## config.mk

```make
export PLATFORM = sky130hd
export DESIGN_NAME = mux_serializer
export DESIGN_NICKNAME = d
export VERILOG_FILES = /design/src/rtl/mux_serializer.sv
export SDC_FILE = /design/constraint.sdc
export NUM_CORES = 1
export LEC_CHECK = 0
export BUFFER_PORTS_ARGS = -buffer_cell sky130_fd_sc_hd__buf_2
export CORE_AREA = 2 2 39 41
export CTS_CLUSTER_DIAMETER = 120
export CTS_CLUSTER_SIZE = 20
export DETAILED_ROUTE_END_ITERATION = 10
export DIE_AREA = 0 0 41 43
export PLACE_DENSITY = 0.66
export SETUP_SLACK_MARGIN = 0.05
export SKIP_LAST_GASP = 1
export SLEW_MARGIN = 20
export SYNTH_ARGS = -nofsm -noshare
export SYNTH_HDL_FRONTEND = slang
export SYNTH_SLANG_ARGS = --single-unit
```

## constraint.sdc

```tcl
create_clock -name clk -period 2 [get_ports clk]
set_clock_uncertainty 0.15 [all_clocks]
set_input_delay 0.1 -clock clk [delete_from_list [all_inputs] [get_ports clk]]
set_output_delay 0.1 -clock clk [all_outputs]
set_load 0.1 [all_outputs]
```

## src/rtl/mux_serializer.sv

```systemverilog
// mux_serializer: handshake-driven parallel-in, serial-out stage stepping a select index across a captured word
module mux_serializer #(
    parameter int WIDTH     = 8,
    parameter int SEL_W     = $clog2(WIDTH),
    parameter bit MSB_FIRST = 1'b0
) (
    input  logic             clk,
    input  logic             rst,
    input  logic [WIDTH-1:0] in,
    input  logic             in_valid,
    output logic             in_ready,
    output logic             out,
    output logic             out_valid,
    input  logic             out_ready,
    output logic [SEL_W-1:0] sel,
    output logic             done
);
    typedef enum logic {IDLE, SEND} state_t;
    localparam logic [SEL_W-1:0] FIRST = MSB_FIRST ? SEL_W'(WIDTH-1) : '0;
    localparam logic [SEL_W-1:0] LAST  = MSB_FIRST ? '0 : SEL_W'(WIDTH-1);
    state_t state, state_n;
    logic [WIDTH-1:0] data, data_n;
    logic [SEL_W-1:0] sel_n;
    logic load, beat, last, done_n;
    // state, word, index and done registers
    always_ff @(posedge clk) begin
        if (rst) begin
            state <= IDLE;
            data  <= '0;
            sel   <= '0;
            done  <= 1'b0;
        end else begin
            state <= state_n;
            data  <= data_n;
            sel   <= sel_n;
            done  <= done_n;
        end
    end
    // handshake decode, next state and the selected serial bit
    always_comb begin
        in_ready  = state == IDLE;
        out_valid = state == SEND;
        out       = out_valid ? data[sel] : 1'b0;
        load      = in_valid && in_ready;
        beat      = out_valid && out_ready;
        last      = sel == LAST;
        state_n   = load ? SEND : (beat && last) ? IDLE : state;
        data_n    = load ? in : data;
        sel_n     = load ? FIRST
                  : (beat && !last) ? (MSB_FIRST ? sel - SEL_W'(1) : sel + SEL_W'(1))
                  : sel;
        done_n    = beat && last;
    end
endmodule

```

==> results.tsv <==
metric	value	unit
status	finished clean	
design area	839.6	um2
Min-Delay Path Class	input port to register	
Initial Utilization	40.51	%
GRT Util Overall	17.68	%
Num CTS Buffers	3	
worst reg-to-reg path cell count	5	
share of layout cells above drive strength 1	30.85	%
FP Rows	14	
sequential share of the synthesized area	46.43	%
post-route ant nets	0	
Die Height	43	um
area taken by multi-input logic gates	292.8	um2
Root Driver	clkbuf_4	
DPL Wire Length	914.2	um
Tcrit/Tclk final	93.60	%
syn_nets	77	
via count	553	
Synth Warn #	0	
#FFs+latches synth	13	
Layout area overhead	49.78	%
post-place setup slack	0.4199	ns
syn avg cell area	8.897	um2
TritonCTS clock tree	yes	
met2 global-route usage	26.88	%
static leakage	0.3779	nW
Crit. path cell count	4	
clock sink count	13	
Worst-path clk slew	0.08	ns
Sw Share	29.33	%
port buffer count	18	
CP Capture Type	output port	
CP Capture Point	out	
global route overflow	0	
VDD IR max	300.6	uV
Mapped Cells	63	
pin count of the biggest net entering global routing	14	
# diodes	0	
Setup Viol. Count Final	0	
CP max-delay cell	dfxtp_4	
sequential power share	50.5	%
initial antenna violation count	0	
CP startpoint	sel[1]	
fin crit period	1.872	ns
RSZ-0062 raised after global routing	false	
Pins Over Slew Limit	0	
DR DRC count	0	
CP peak stage delay	0.38	ns
DP Area	703.2	um2
first-pass GRT wire length	2070	um
Critical R2R Launch	out_valid	
Worst slew margin	67.26	%
FF-to-FF End	data[0]	
worst-path cell chain	mux2_2 > o31ai_1 > a311oi_4 > buf_12	
clock network power share	28.2	%
max cap viols	0	
via-per-instance ratio	5.027	
NumNets Final	109	
Fin. Hold Viols	0	
setup ws final	0.1280	ns
Die ar.	1763	um2
GRT busiest layer	met2	
Worst R2R Setup Slack	0.22	ns
internal power	392.7	uW
final wirelength	1289	um
NetSw	162.9	uW
Worst Max-Slew Pin Slew	0.4945	ns
GP Congestion	0.7341	
Top-Level Pins	19	
Core ar.	1384	um2
DR pass1 iterations	4	
CP required	1.75	ns
Setup Buffers After CTS	0	
setup TNS	0	ns
Peak Freq	534.2	MHz
PD cells	661.8	nW/um2
Netlist cell types	19	
die width	41	um
clock latency on the worst-skew pair	0.27	ns
Buf+Inv Stages, Crit Path	1	
Worst path top cell family by delay	compound AO/OA/AOI/OAI gates	
DRT iter0 DRCs	5	
vias in the first global route	503	
H-tree Lvls	1	
critical path arrival	1.62	ns
crit-path max FO	6	
area of the mapped netlist	560.5	um2
Clock Tree Buf Depth	2	
register area	270.3	um2
Combinational Power Share	21.4	%
GR Util met1	20.33	%
grt met3 use	4.188	%
Worst setup SP type	register	
WHS	0.1142	ns
Setup CP Type	register to output port	
drt wl/cell	11.72	um
filler cell count	125	
-- worst min path at each step --
stage	startpoint	end	slack (ns)	cells after the start
after detailed placement	in[1]	data[1]	0.20	3
final	in_valid	sel[2]	0.11	3
after global placement	in[5]	data[5]	0.19	3
after CTS	in_valid	sel[2]	0.10	3
after global routing	in_valid	sel[2]	0.12	3
after floorplan	rst	sel[0]	0.02	1
-- what timing repair did --
action	4_1_cts	5_1_grt
setup endpoints to repair	0	0
hold buffers	11	0
resized for setup	0	0
endpoints found under the hold margin	10	0
-- cell type report --
cell class / instances / share of cell area (%)
clock buffers: 4 / 3.130
inverters: 2 / 0.8942
multi-input cells: 45 / 34.87
flip-flops and latches: 13 / 32.19
well taps: 16 / 2.385
repair buffers: 30 / 26.53
-- routing by layer --
layer  vias up  part of all wire, %
li1        278                    -
met2        12                   51
met3         2                  3.8
met1       261                   44
met5         -                    0
met4         0                 0.62
-- flip-flops by register name, indices dropped and copies added (netlist names) --
| register | cells |
|---|---|
| data | 8 |
| sel | 3 |
| done | 1 |
| out_valid | 1 |
-- worst reg2reg max path, delay by kind of cell, from the launching register on --
kind                   cells  cell delay [ns]
buffers and inverters      2             0.78
DFF                        1             0.36
and+or+nand+nor            2             0.30
AOI/OAI and AO/OA          1             0.12
-- power groups by stage --
stage                     sequential (mW)  combinational, mW  clock [mW]
after global routing                0.282              0.127       0.178
after global placement              0.286              0.100           0
after floorplan                     0.303             0.0555           0
after CTS                           0.280              0.119       0.167
after detailed placement            0.286              0.102           0
final                               0.280              0.119       0.156
-- cell usage in the layout, fill, tap and decap left out --
cell type      synthesis  layout
clkbuf_1               1       1
buf_4                  0       1
nand2_1               17      17
dfxtp_1               13       9
clkbuf_4               0       3
mux4_2                 0       1
xor2_1                 1       1
o31ai_1                1       1
buf_2                  2      17
buf_12                 0       1
nor2b_1                1       1
inv_1                  2       2
and4b_1                1       1
nand2b_1               1       1
ha_1                   2       2
a311oi_4               0       1
nor2_1                 2       2
a21oi_1                9       9
mux2_2                 1       1
nor3_1                 3       3
nand3b_1               1       1
dfxtp_2                0       2
mux2i_1                3       3
dlygate4sd3_1          0      11
dfxtp_4                0       2
-- metrics by stage --
step	util (%)	std cells	power, mW
2_1_floorplan	-	63	0.3587
3_3_place_gp	50.81	95	0.3858
3_5_place_dp	50.81	95	0.3883
4_1_cts	60.67	110	0.5662
5_1_grt	60.67	110	0.5868
6_report	60.67	110	0.5556
-- cell usage after synthesis --
cell / n / area [um2]
xor2_1: 1 / 8.760
nor2_1: 2 / 7.510
ha_1: 2 / 25.02
a21oi_1: 9 / 45.04
nor2b_1: 1 / 6.260
nor3_1: 3 / 15.01
nand2b_1: 1 / 6.260
buf_2: 2 / 10.01
nand3b_1: 1 / 7.510
mux2i_1: 3 / 30.03
o31ai_1: 1 / 7.510
mux4_1: 1 / 26.28
a311oi_1: 1 / 8.760
nand2_1: 17 / 63.81
clkbuf_1: 1 / 3.750
and4b_1: 1 / 10.01
dfxtp_1: 13 / 260.3
inv_1: 2 / 7.510
mux2_2: 1 / 11.26
-- kinds of logic (layout without fill, tap and decap cells) --
logic type	count (synthesis)	in the layout	share of synthesized area, %
DFF	13	13	46.43
muxes	5	5	12.05
buffers and inverters	5	36	3.795
xor gates and xnor gates	1	1	1.563
and+or+nand+nor	26	26	20.76
adders and majority gates	2	2	4.464
AOI/OAI and AO/OA	11	11	10.94
Note: power is estimated with default switching activity, not from simulation.
